File: src/rtl/mem_access_unit.sv
// Memory access unit: accepts one load/store/fetch request, runs a single
// handshaked memory cycle with timeout, and returns aligned, extended load data.
//
// state | meaning
// ------+---------------------------------------------------------------
// IDLE  | ready for a request; request fields latched on acceptance
// BUSY  | mem_req held with stable address/strobe/data until ack or timeout
// RESP  | one-cycle rsp_valid pulse carrying rdata and err
module mem_access_unit #(
  parameter int TIMEOUT_CYC = 16
) (
  input  logic        clk,
  input  logic        reset,
  input  logic        req_valid,
  input  logic        req_write,
  input  logic [31:0] req_addr,
  input  logic [2:0]  req_funct3,
  input  logic [31:0] req_wdata,
  output logic        req_ready,
  output logic        rsp_valid,
  output logic [31:0] rsp_rdata,
  output logic        err,
  output logic        stall,
  output logic        mem_req,
  output logic        mem_we,
  output logic [31:0] mem_addr,
  output logic [3:0]  mem_wstrb,
  output logic [31:0] mem_wdata,
  input  logic        mem_ack,
  input  logic [31:0] mem_rdata
);

  localparam int CW = $clog2(TIMEOUT_CYC + 1);

  typedef enum logic [1:0] {
    S_IDLE = 2'd0,
    S_BUSY = 2'd1,
    S_RESP = 2'd2
  } state_t;

  state_t      r_state;
  state_t      w_state_nxt;
  logic [CW-1:0] r_cnt;
  logic        r_write;
  logic [31:0] r_addr;
  logic [2:0]  r_funct3;
  logic [31:0] r_wdata;
  logic        r_err;
  logic [31:0] r_rdata;

  logic        w_idle;
  logic        w_busy;
  logic        w_resp;
  logic        w_accept;
  logic        w_fault;
  logic        w_cnt_tc;
  logic [31:0] w_shifted;
  logic [7:0]  w_byte;
  logic [15:0] w_half;
  logic [31:0] w_load_data;
  logic [3:0]  w_strb;
  logic [31:0] w_wdata;

  assign w_idle   = (r_state == S_IDLE);
  assign w_busy   = (r_state == S_BUSY);
  assign w_resp   = (r_state == S_RESP);
  assign w_accept = req_valid & w_idle;
  assign w_cnt_tc = (r_cnt == '0);

  // Fault classification is done on the live request so a faulting access
  // never raises mem_req.
  always_comb begin
    w_fault = 1'b0;
    case (req_funct3)
      3'b000, 3'b100: w_fault = 1'b0;
      3'b001, 3'b101: w_fault = req_addr[0];
      3'b010:         w_fault = (req_addr[1:0] != 2'b00);
      default:        w_fault = 1'b1;
    endcase
    if (req_write && req_funct3[2]) begin
      w_fault = 1'b1;
    end
  end

  always_comb begin
    w_state_nxt = r_state;
    case (r_state)
      S_IDLE: begin
        if (w_accept) begin
          w_state_nxt = w_fault ? S_RESP : S_BUSY;
        end
      end
      S_BUSY: begin
        if (mem_ack || w_cnt_tc) begin
          w_state_nxt = S_RESP;
        end
      end
      S_RESP:  w_state_nxt = S_IDLE;
      default: w_state_nxt = S_IDLE;
    endcase
  end

  assign w_shifted = mem_rdata >> {r_addr[1:0], 3'b000};
  assign w_byte    = w_shifted[7:0];
  assign w_half    = r_addr[1] ? mem_rdata[31:16] : mem_rdata[15:0];

  always_comb begin
    w_load_data = 32'h0;
    if (!r_write) begin
      case (r_funct3)
        3'b000:  w_load_data = {{24{w_byte[7]}}, w_byte};
        3'b100:  w_load_data = {24'h0, w_byte};
        3'b001:  w_load_data = {{16{w_half[15]}}, w_half};
        3'b101:  w_load_data = {16'h0, w_half};
        3'b010:  w_load_data = mem_rdata;
        default: w_load_data = 32'h0;
      endcase
    end
  end

  always_comb begin
    w_strb  = 4'b0000;
    w_wdata = 32'h0;
    if (r_write) begin
      case (r_funct3[1:0])
        2'b00: begin
          w_strb  = 4'b0001 << r_addr[1:0];
          w_wdata = {4{r_wdata[7:0]}};
        end
        2'b01: begin
          w_strb  = 4'b0011 << r_addr[1:0];
          w_wdata = {2{r_wdata[15:0]}};
        end
        default: begin
          w_strb  = 4'b1111;
          w_wdata = r_wdata;
        end
      endcase
    end
  end

  always_ff @(posedge clk or negedge reset) begin
    if (!reset) begin
      r_state  <= S_IDLE;
      r_cnt    <= '0;
      r_write  <= 1'b0;
      r_addr   <= 32'h0;
      r_funct3 <= 3'b000;
      r_wdata  <= 32'h0;
      r_err    <= 1'b0;
      r_rdata  <= 32'h0;
    end else begin
      r_state <= w_state_nxt;
      if (w_accept) begin
        r_write  <= req_write;
        r_addr   <= req_addr;
        r_funct3 <= req_funct3;
        r_wdata  <= req_wdata;
        r_err    <= w_fault;
        r_rdata  <= 32'h0;
        r_cnt    <= CW'(TIMEOUT_CYC - 1);
      end else if (w_busy) begin
        // Ack wins over timeout when both land in the final BUSY cycle.
        if (mem_ack) begin
          r_rdata <= w_load_data;
        end else if (w_cnt_tc) begin
          r_err <= 1'b1;
        end else begin
          r_cnt <= r_cnt - CW'(1);
        end
      end
    end
  end

  // Memory-side outputs are gated by state so an async reset drops them at once.
  assign req_ready = w_idle;
  assign stall     = ~w_idle;
  assign rsp_valid = w_resp;
  assign rsp_rdata = w_resp ? r_rdata : 32'h0;
  assign err       = w_resp & r_err;
  assign mem_req   = w_busy;
  assign mem_we    = w_busy & r_write;
  assign mem_addr  = w_busy ? {r_addr[31:2], 2'b00} : 32'h0;
  assign mem_wstrb = w_busy ? w_strb : 4'b0000;
  assign mem_wdata = w_busy ? w_wdata : 32'h0;

endmodule

File: config.mk
export PLATFORM = sky130hd
export DESIGN_NAME = mem_access_unit
export DESIGN_NICKNAME = d
export VERILOG_FILES = /design/src/rtl/mem_access_unit.sv
export SDC_FILE = /design/constraint.sdc
export NUM_CORES = 1
export LEC_CHECK = 0
export CORE_UTILIZATION = 40
export CTS_BUF_LIST = sky130_fd_sc_hd__clkbuf_4 sky130_fd_sc_hd__clkbuf_8 sky130_fd_sc_hd__clkbuf_16
export CTS_CLUSTER_SIZE = 40
export DETAILED_ROUTE_END_ITERATION = 8
export DONT_BUFFER_PORTS = 1
export GPL_TIMING_DRIVEN = 0
export SETUP_SLACK_MARGIN = 0.5
export SKIP_CTS_REPAIR_TIMING = 1
export SYNTH_ARGS = -nofsm -noshare
export SYNTH_HDL_FRONTEND = slang
export SYNTH_SLANG_ARGS = --single-unit
File: constraint.sdc
create_clock -name clk -period 2.6 [get_ports clk]
set_clock_uncertainty 0.2 [all_clocks]
set_input_delay 0.39 -clock clk [delete_from_list [all_inputs] [get_ports clk]]
set_output_delay 0.39 -clock clk [all_outputs]
set_load 0.005 [all_outputs]
==> results of run 1 <==
worst reg2reg max path, stage by stage, from the launching register on:
cell	delay [ps]
dfrtp_1	390
buf_4	150
nor3b_1	240
clkbuf_2	350
clkbuf_1	450
nand2_1	140
nand2_1	80
cells in the final DEF, fill, tap and decap left out, types with 5 or more instances in the layout:
cell type	instances
a222oi_1	7
nor2_2	6
and2_4	12
a21oi_2	16
dlygate4sd3_1	84
clkbuf_1	10
o21ai_1	18
dfrtp_1	106
inv_1	5
mux2i_1	16
and3_1	8
and2_1	52
a221oi_2	7
clkbuf_2	10
clkbuf_16	10
mux2_2	7
buf_4	11
a21oi_1	7
a221o_1	16
nor2_1	15
nand2_1	236
buf_2	6
buf_6	7
nor2_4	12
flip-flops by register name, indices dropped and copies added (netlist names):
register  cells
r_funct3      3
r_err         1
r_wdata      32
r_rdata      32
r_state       2
r_addr       32
r_write       1
r_cnt         5
how the worst max path moves through the flow:
stage                                to  slack, ps
final                      mem_wstrb[0]        410
after global routing      mem_wdata[24]        360
after CTS                  mem_wstrb[2]       -110
after detailed placement   mem_wstrb[2]        300
after global placement     mem_wstrb[2]        330
after floorplan           mem_wdata[22]        660
per-stage QoR:
| step | cell area [um^2] | hold slack [ps] |
|---|---|---|
| final | 7350 | -477 |
| after global routing | 7350 | -496 |
| after CTS | 6080 | -494 |
| after detailed placement | 5800 | -103 |
| after global placement | 5800 | -103 |
| after floorplan | 5580 | -106 |
logic make-up after synthesis:
kind of cell             after synthesis
flip-flops                           108
AO/OA/AOI/OAI                         87
other                                  1
buffers and inverters                 52
adder cells (fa/ha/maj)                1
AND/OR/NAND/NOR                      367
multiplexers                          27
XOR/XNOR                               1
cell type report:
cell class / instances / area [um^2]
inverter: 6 / 22.5
fill: 1194 / 6050
buffer: 46 / 317
timing repair buffer: 92 / 920
clock buffer: 9 / 225
sequential: 108 / 2710
multi-input combinational: 485 / 2880
tap: 176 / 220
clock inverter: 7 / 58.8
power groups by stage:
stage / Sequential [mW] / Combinational (mW) / Clock (mW)
floorplan: 2.27 / 1.22 / 0
global placement: 2.37 / 1.53 / 0
detailed placement: 2.38 / 1.57 / 0
CTS: 2.35 / 1.58 / 1.39
global route: 2.43 / 2.14 / 1.44
finish: 2.38 / 1.95 / 1.34
routing by layer:
| layer | up-vias | part of all wire | track usage |
|---|---|---|---|
| met4 | 0 | 0.027 | 0.0844 |
| met2 | 256 | 0.48 | 0.377 |
| met5 | - | 0 | 0 |
| li1 | 2348 | - | - |
| met1 | 2426 | 0.41 | 0.281 |
| met3 | 39 | 0.087 | 0.0941 |
==> results.py, run 1 <==
metrics = {
    "floorplanning": {
        "rows": 42,
        "die_h_um": 120,
        "die_w_um": 120,
        "dieArea_um2": 14400,
        "coreArea_um2": 13400,
        "ioPinCount": 210,
        "start_util": 0.416,
    },
    "grt": {
        "grt_max_degree": 109,
        "grt_pass1_wl_um": 25300,
        "grt_pass1_vias": 4488,
        "track_usage": 0.234,
        "grt_overflow": 0,
        "antenna_found_initial": 0,
    },
    "flow_run": {
        "max-cap-violations": 0,
    },
    "critical_path": {
        "cp-startpoint": "r_addr[1]$_DFFE_PN0P_",
        "cp.required_ps": 2010,
        "path_cells": "buf_6 > buf_2 > or2_2 > a21oi_2",
        "cp_data_arrival_time_ps": 1600,
        "setup.worst_path.start_class": "flip-flop",
        "ff2ff_setup_slack_ps": 560,
        "critical_path_class": "flip-flop to output pin",
        "cpMaxStageDelayCell": "dfrtp_1",
        "reg2regPathDepth": 6,
        "worst_setup_path_end_kind": "output pin",
        "worstPathMaxFanout": 10,
        "crit_path_max_incr_delay_ps": 380,
        "cp.depth": 4,
        "reg2reg_to": "r_addr[20]$_DFFE_PN0P_",
        "rr_startpoint": "r_state[1]$_DFFE_PN0P_",
        "crit_buf_inv": 2,
        "crit_family": "flip-flops",
    },
    "clock_tree": {
        "path_clk_slew_ps": 70,
        "clk_latency_ps": 350,
        "cts_tree": "built",
        "clock_sinks": 108,
        "cts_made_buffers": 9,
        "cts_root_buffer": "clkbuf_16",
        "cts.htree.levels": 3,
        "cts_buffer_depth": 2,
    },
    "placed_design": {
        "pre_cts_slack_ps": 296,
        "dp.cells": 821,
        "dp_hpwl_um": 12100,
        "portBuffers": 0,
        "gp_congestion": 0.895,
    },
    "sta": {
        "grt_setup_unrepaired": "yes",
        "worst_slack_ps": 414,
        "fmax_mhz": 457,
        "setup_viol": 0,
        "worst_pin_slew_ps": 574,
        "hold_viol": 108,
        "period_needed_ps": 2190,
        "maxSlewViolCount": 0,
        "finalCritPeriodShare": 0.841,
        "fin_setup_tns_ps": 0,
        "holdWs_ps": -477,
        "max_slew_margin": 0.617,
    },
    "synth": {
        "syn-cell-area_um2": 5580,
        "yosysWarningCount": 0,
        "ys_ff_latch": 108,
        "synth_top_family_by_area": "simple AND/OR/NAND/NOR gates",
        "synth_edf_count": 0,
        "synth-compound-area-share": 0.117,
        "synth_top_area_share": 0.485,
        "synth_most_common_cell": "nand2_1",
        "synth-adder-area-share": 0.00224,
        "synthMuxAreaShare": 0.0525,
        "synthArstFlopShare": 1.00,
        "syn_area_per_cell_um2": 8.66,
        "yosys.area_share.simple": 0.300,
        "synth_seq_area_share": 0.485,
        "synth_area_leaders": "dfrtp_1 (48%), nand2_1 (16%), and2_1 (7.2%), mux2i_1 (3.2%), a221o_1 (2.9%)",
        "yosys.area.top_type": "dfrtp_1",
        "yosys_most_used_dff": "dfrtp_1",
        "synthTopCellsByCount": "nand2_1 (238), dfrtp_1 (108), and2_1 (64)",
        "yosysUniqueCellTypes": 51,
        "synth_xor_area_frac": 0.00157,
        "postSynthCellCount": 644,
    },
    "drt": {
        "drcViolationCount": 0,
        "routedWlPerCell_um": 19.3,
        "first_pass_iters": 5,
        "routed_via_density": 5.46,
        "drt_iter0_markers": 463,
        "vias": 5069,
        "wl_um": 18000,
        "antenna_left": 0,
    },
    "finish": {
        "layout.nets": 853,
        "final_cells": 929,
        "syn_to_final_growth_pct": 31.8,
        "n_antenna_cell": 0,
        "fin_util": 0.548,
        "final_layout_size_suffix_gt1_frac": 0.178,
    },
    "status": {
        "violations": "hold timing",
        "outcome": "finished with violations",
    },
    "pwr": {
        "clkPwrFrac": 0.237,
        "p_leak_nw": 3.46,
        "p_total_mw": 5.68,
        "switching_power_mw": 2.13,
        "p_comb_frac": 0.343,
        "cell_internal_pwr_mw": 3.55,
        "seqPwrFrac": 0.420,
        "p_sw_frac": 0.375,
        "p_per_area_nw_per_um2": 773,
        "ir_drop_mv": 0.435,
    },
    "worst_hold_path": {
        "hold_path.class": "primary input to async pin",
    },
}
No activity file was read; power rests on OpenSTA's default activity.
==> inputs of run 2 (changes only) <==
ABC_AREA = 1   (was default)
clock period = 2.1 ns   (was 2.6 ns; I/O delays follow)
==> results.py, run 2 <==
metrics = {
    "status": {
        "outcome": "finished with violations",
        "violations": "hold timing",
    },
    "synth": {
        "synth_edf_count": 0,
        "yosys_most_used_dff": "dfrtp_1",
        "yosys.area.top_type": "dfrtp_1",
        "synth_most_common_cell": "nand2_1",
        "ys_ff_latch": 108,
        "synth_seq_area_share": 0.461,
        "syn_area_per_cell_um2": 6.89,
        "synth_area_leaders": "dfrtp_1 (46%), nand2_1 (20%), nor2_1 (8.1%), inv_1 (6.0%), o21ai_0 (5.0%)",
        "synth_top_area_share": 0.461,
        "postSynthCellCount": 851,
        "syn-cell-area_um2": 5870,
        "synthTopCellsByCount": "nand2_1 (315), nor2_1 (126), dfrtp_1 (108)",
        "yosysUniqueCellTypes": 31,
        "synthArstFlopShare": 1.00,
        "yosysWarningCount": 0,
    },
    "clock_tree": {
        "clk_latency_ps": 350,
        "cts_root_buffer": "clkbuf_16",
        "path_clk_slew_ps": 70,
        "cts_made_buffers": 9,
        "cts.htree.levels": 3,
        "clock_sinks": 108,
        "cts_buffer_depth": 2,
        "cts_tree": "built",
    },
    "sta": {
        "hold_viol": 121,
        "grt_setup_unrepaired": "yes",
        "maxSlewViolCount": 0,
        "period_needed_ps": 2070,
        "fin_setup_tns_ps": 0,
        "finalCritPeriodShare": 0.986,
        "setup_viol": 0,
        "holdWs_ps": -546,
        "fmax_mhz": 483,
    },
    "placed_design": {
        "dpl-instance-area_um2": 6100,
        "gp_congestion": 0.874,
        "dp.cells": 1032,
        "dp_hpwl_um": 12500,
        "portBuffers": 0,
    },
    "drt": {
        "wl_um": 18400,
        "routedWlPerCell_um": 16.4,
        "drcViolationCount": 0,
        "first_pass_iters": 5,
        "drt_iter0_markers": 305,
        "vias": 5582,
        "antenna_left": 0,
        "routed_via_density": 4.96,
    },
    "grt": {
        "grt_pass1_wl_um": 25300,
        "track_usage": 0.221,
        "grt_overflow": 0,
        "grt_max_degree": 109,
        "antenna_found_initial": 0,
        "grt_pass1_vias": 4684,
    },
    "pwr": {
        "p_per_area_nw_per_um2": 1030,
        "p_leak_nw": 3.77,
        "ir_drop_mv": 0.530,
    },
    "floorplanning": {
        "coreArea_um2": 14100,
        "start_util": 0.416,
        "ioPinCount": 210,
        "die_h_um": 123,
        "dieArea_um2": 15200,
        "die_w_um": 123,
        "rows": 43,
    },
    "critical_path": {
        "cp.required_ps": 1580,
        "critical_path_class": "flip-flop to output pin",
        "cp_data_arrival_time_ps": 1560,
        "setup.worst_path.start_class": "flip-flop",
        "worstPathMaxFanout": 10,
        "worst_setup_path_end_kind": "output pin",
    },
    "finish": {
        "final_cell_mix": "nand2_1 (310), dfrtp_1 (105), inv_1 (85), dlygate4sd3_1 (69), nor2_1 (57)",
        "final_common_cell": "nand2_1",
        "final_layout_size_suffix_gt1_frac": 0.200,
        "layout.nets": 1045,
        "largestRegisters": "r_addr (32), r_rdata (32), r_wdata (32)",
        "fin_util": 0.560,
        "final_cell_area_um2": 7900,
        "n_antenna_cell": 0,
        "fillers": 1316,
        "final_cells": 1125,
        "syn_to_final_growth_pct": 34.6,
    },
    "worst_hold_path": {
        "hold_path.class": "primary input to async pin",
    },
    "flow_run": {
        "max-cap-violations": 0,
    },
}
run 2: cell count changes after synthesis, sizes merged, moves of 16 or more:
cell | before | now
inv | 6 | 99
nand2 | 238 | 322
mux2i | 18 | 0
clkbuf | 33 | 8
and2 | 64 | 0
nand3 | 0 | 34
nor2 | 33 | 127
a221o | 16 | 0
o21ai | 20 | 72
buf | 13 | 38
run 2: critical path, cell delays in order (launching register included):
cell     delay [ps]
dfrtp_1         400
inv_2            90
nand2_4          80
nor2_4          230
inv_4           100
buf_6           170
nor2_2          150
run 2: per-layer routing:
layer	vias up	GRT usage	wire length [um]
li1	2777	-	-
met1	2586	0.279	7740
met2	192	0.365	8980
met3	27	0.0641	1340
met4	0	0.0685	364
met5	-	0	0
run 2: stage by stage:
stage | power, mW | setup WS, ps
2_1_floorplan | 4.77 | 503
3_3_place_gp | 5.45 | 71.2
3_5_place_dp | 5.49 | 64.1
4_1_cts | 7.25 | -321
5_1_grt | 8.67 | -17.2
6_report | 8.13 | 29.4
run 2: power by group:
group / internal (mW) / leakage (nW) / switching [mW]
clock: 0.977 / 0.150 / 0.785
sequential: 2.59 / 1.36 / 0.288
combinational: 1.21 / 2.26 / 2.28
total: 4.78 / 3.77 / 3.35
run 2: layout make-up:
cell class,count,area (um^2),share of cell area
Inverter,100,390,0.0494
Timing Repair Buffer,77,817,0.103
Clock inverter,5,60.1,0.00760
Buffer,46,408,0.0516
Multi-Input combinational cell,598,3050,0.386
Clock buffer,11,246,0.0312
Sequential cell,108,2710,0.343
Tap cell,180,225,0.0285
run 2: cell families (layout without fill, tap and decap cells):
group           Yosys count  count (layout)  synth area share
fa+ha+maj                 1               1           0.00213
other cells               1               2          0.000639
buf+inv                 146             239             0.108
simple gates            489             489             0.331
flops                   108             108             0.461
compound gates          106             106            0.0970
run 2: worst paths after layout:
check	end	from	slack (ps)	cells past startpoint
max in group asynchronous	r_state[0]$_DFFE_PN0P_	reset	2100	0
max reg2reg	r_addr[25]$_DFFE_PN0P_	r_state[0]$_DFFE_PN0P_	250	7
min	r_addr[2]$_DFFE_PN0P_	reset	-550	0
max	mem_wdata[27]	r_state[1]$_DFFE_PN0P_	30	6
min reg2reg	r_rdata[29]$_DFFE_PN0P_	r_rdata[29]$_DFFE_PN0P_	280	2
min in group clk	r_rdata[11]$_DFFE_PN0P_	mem_rdata[11]	-10	4
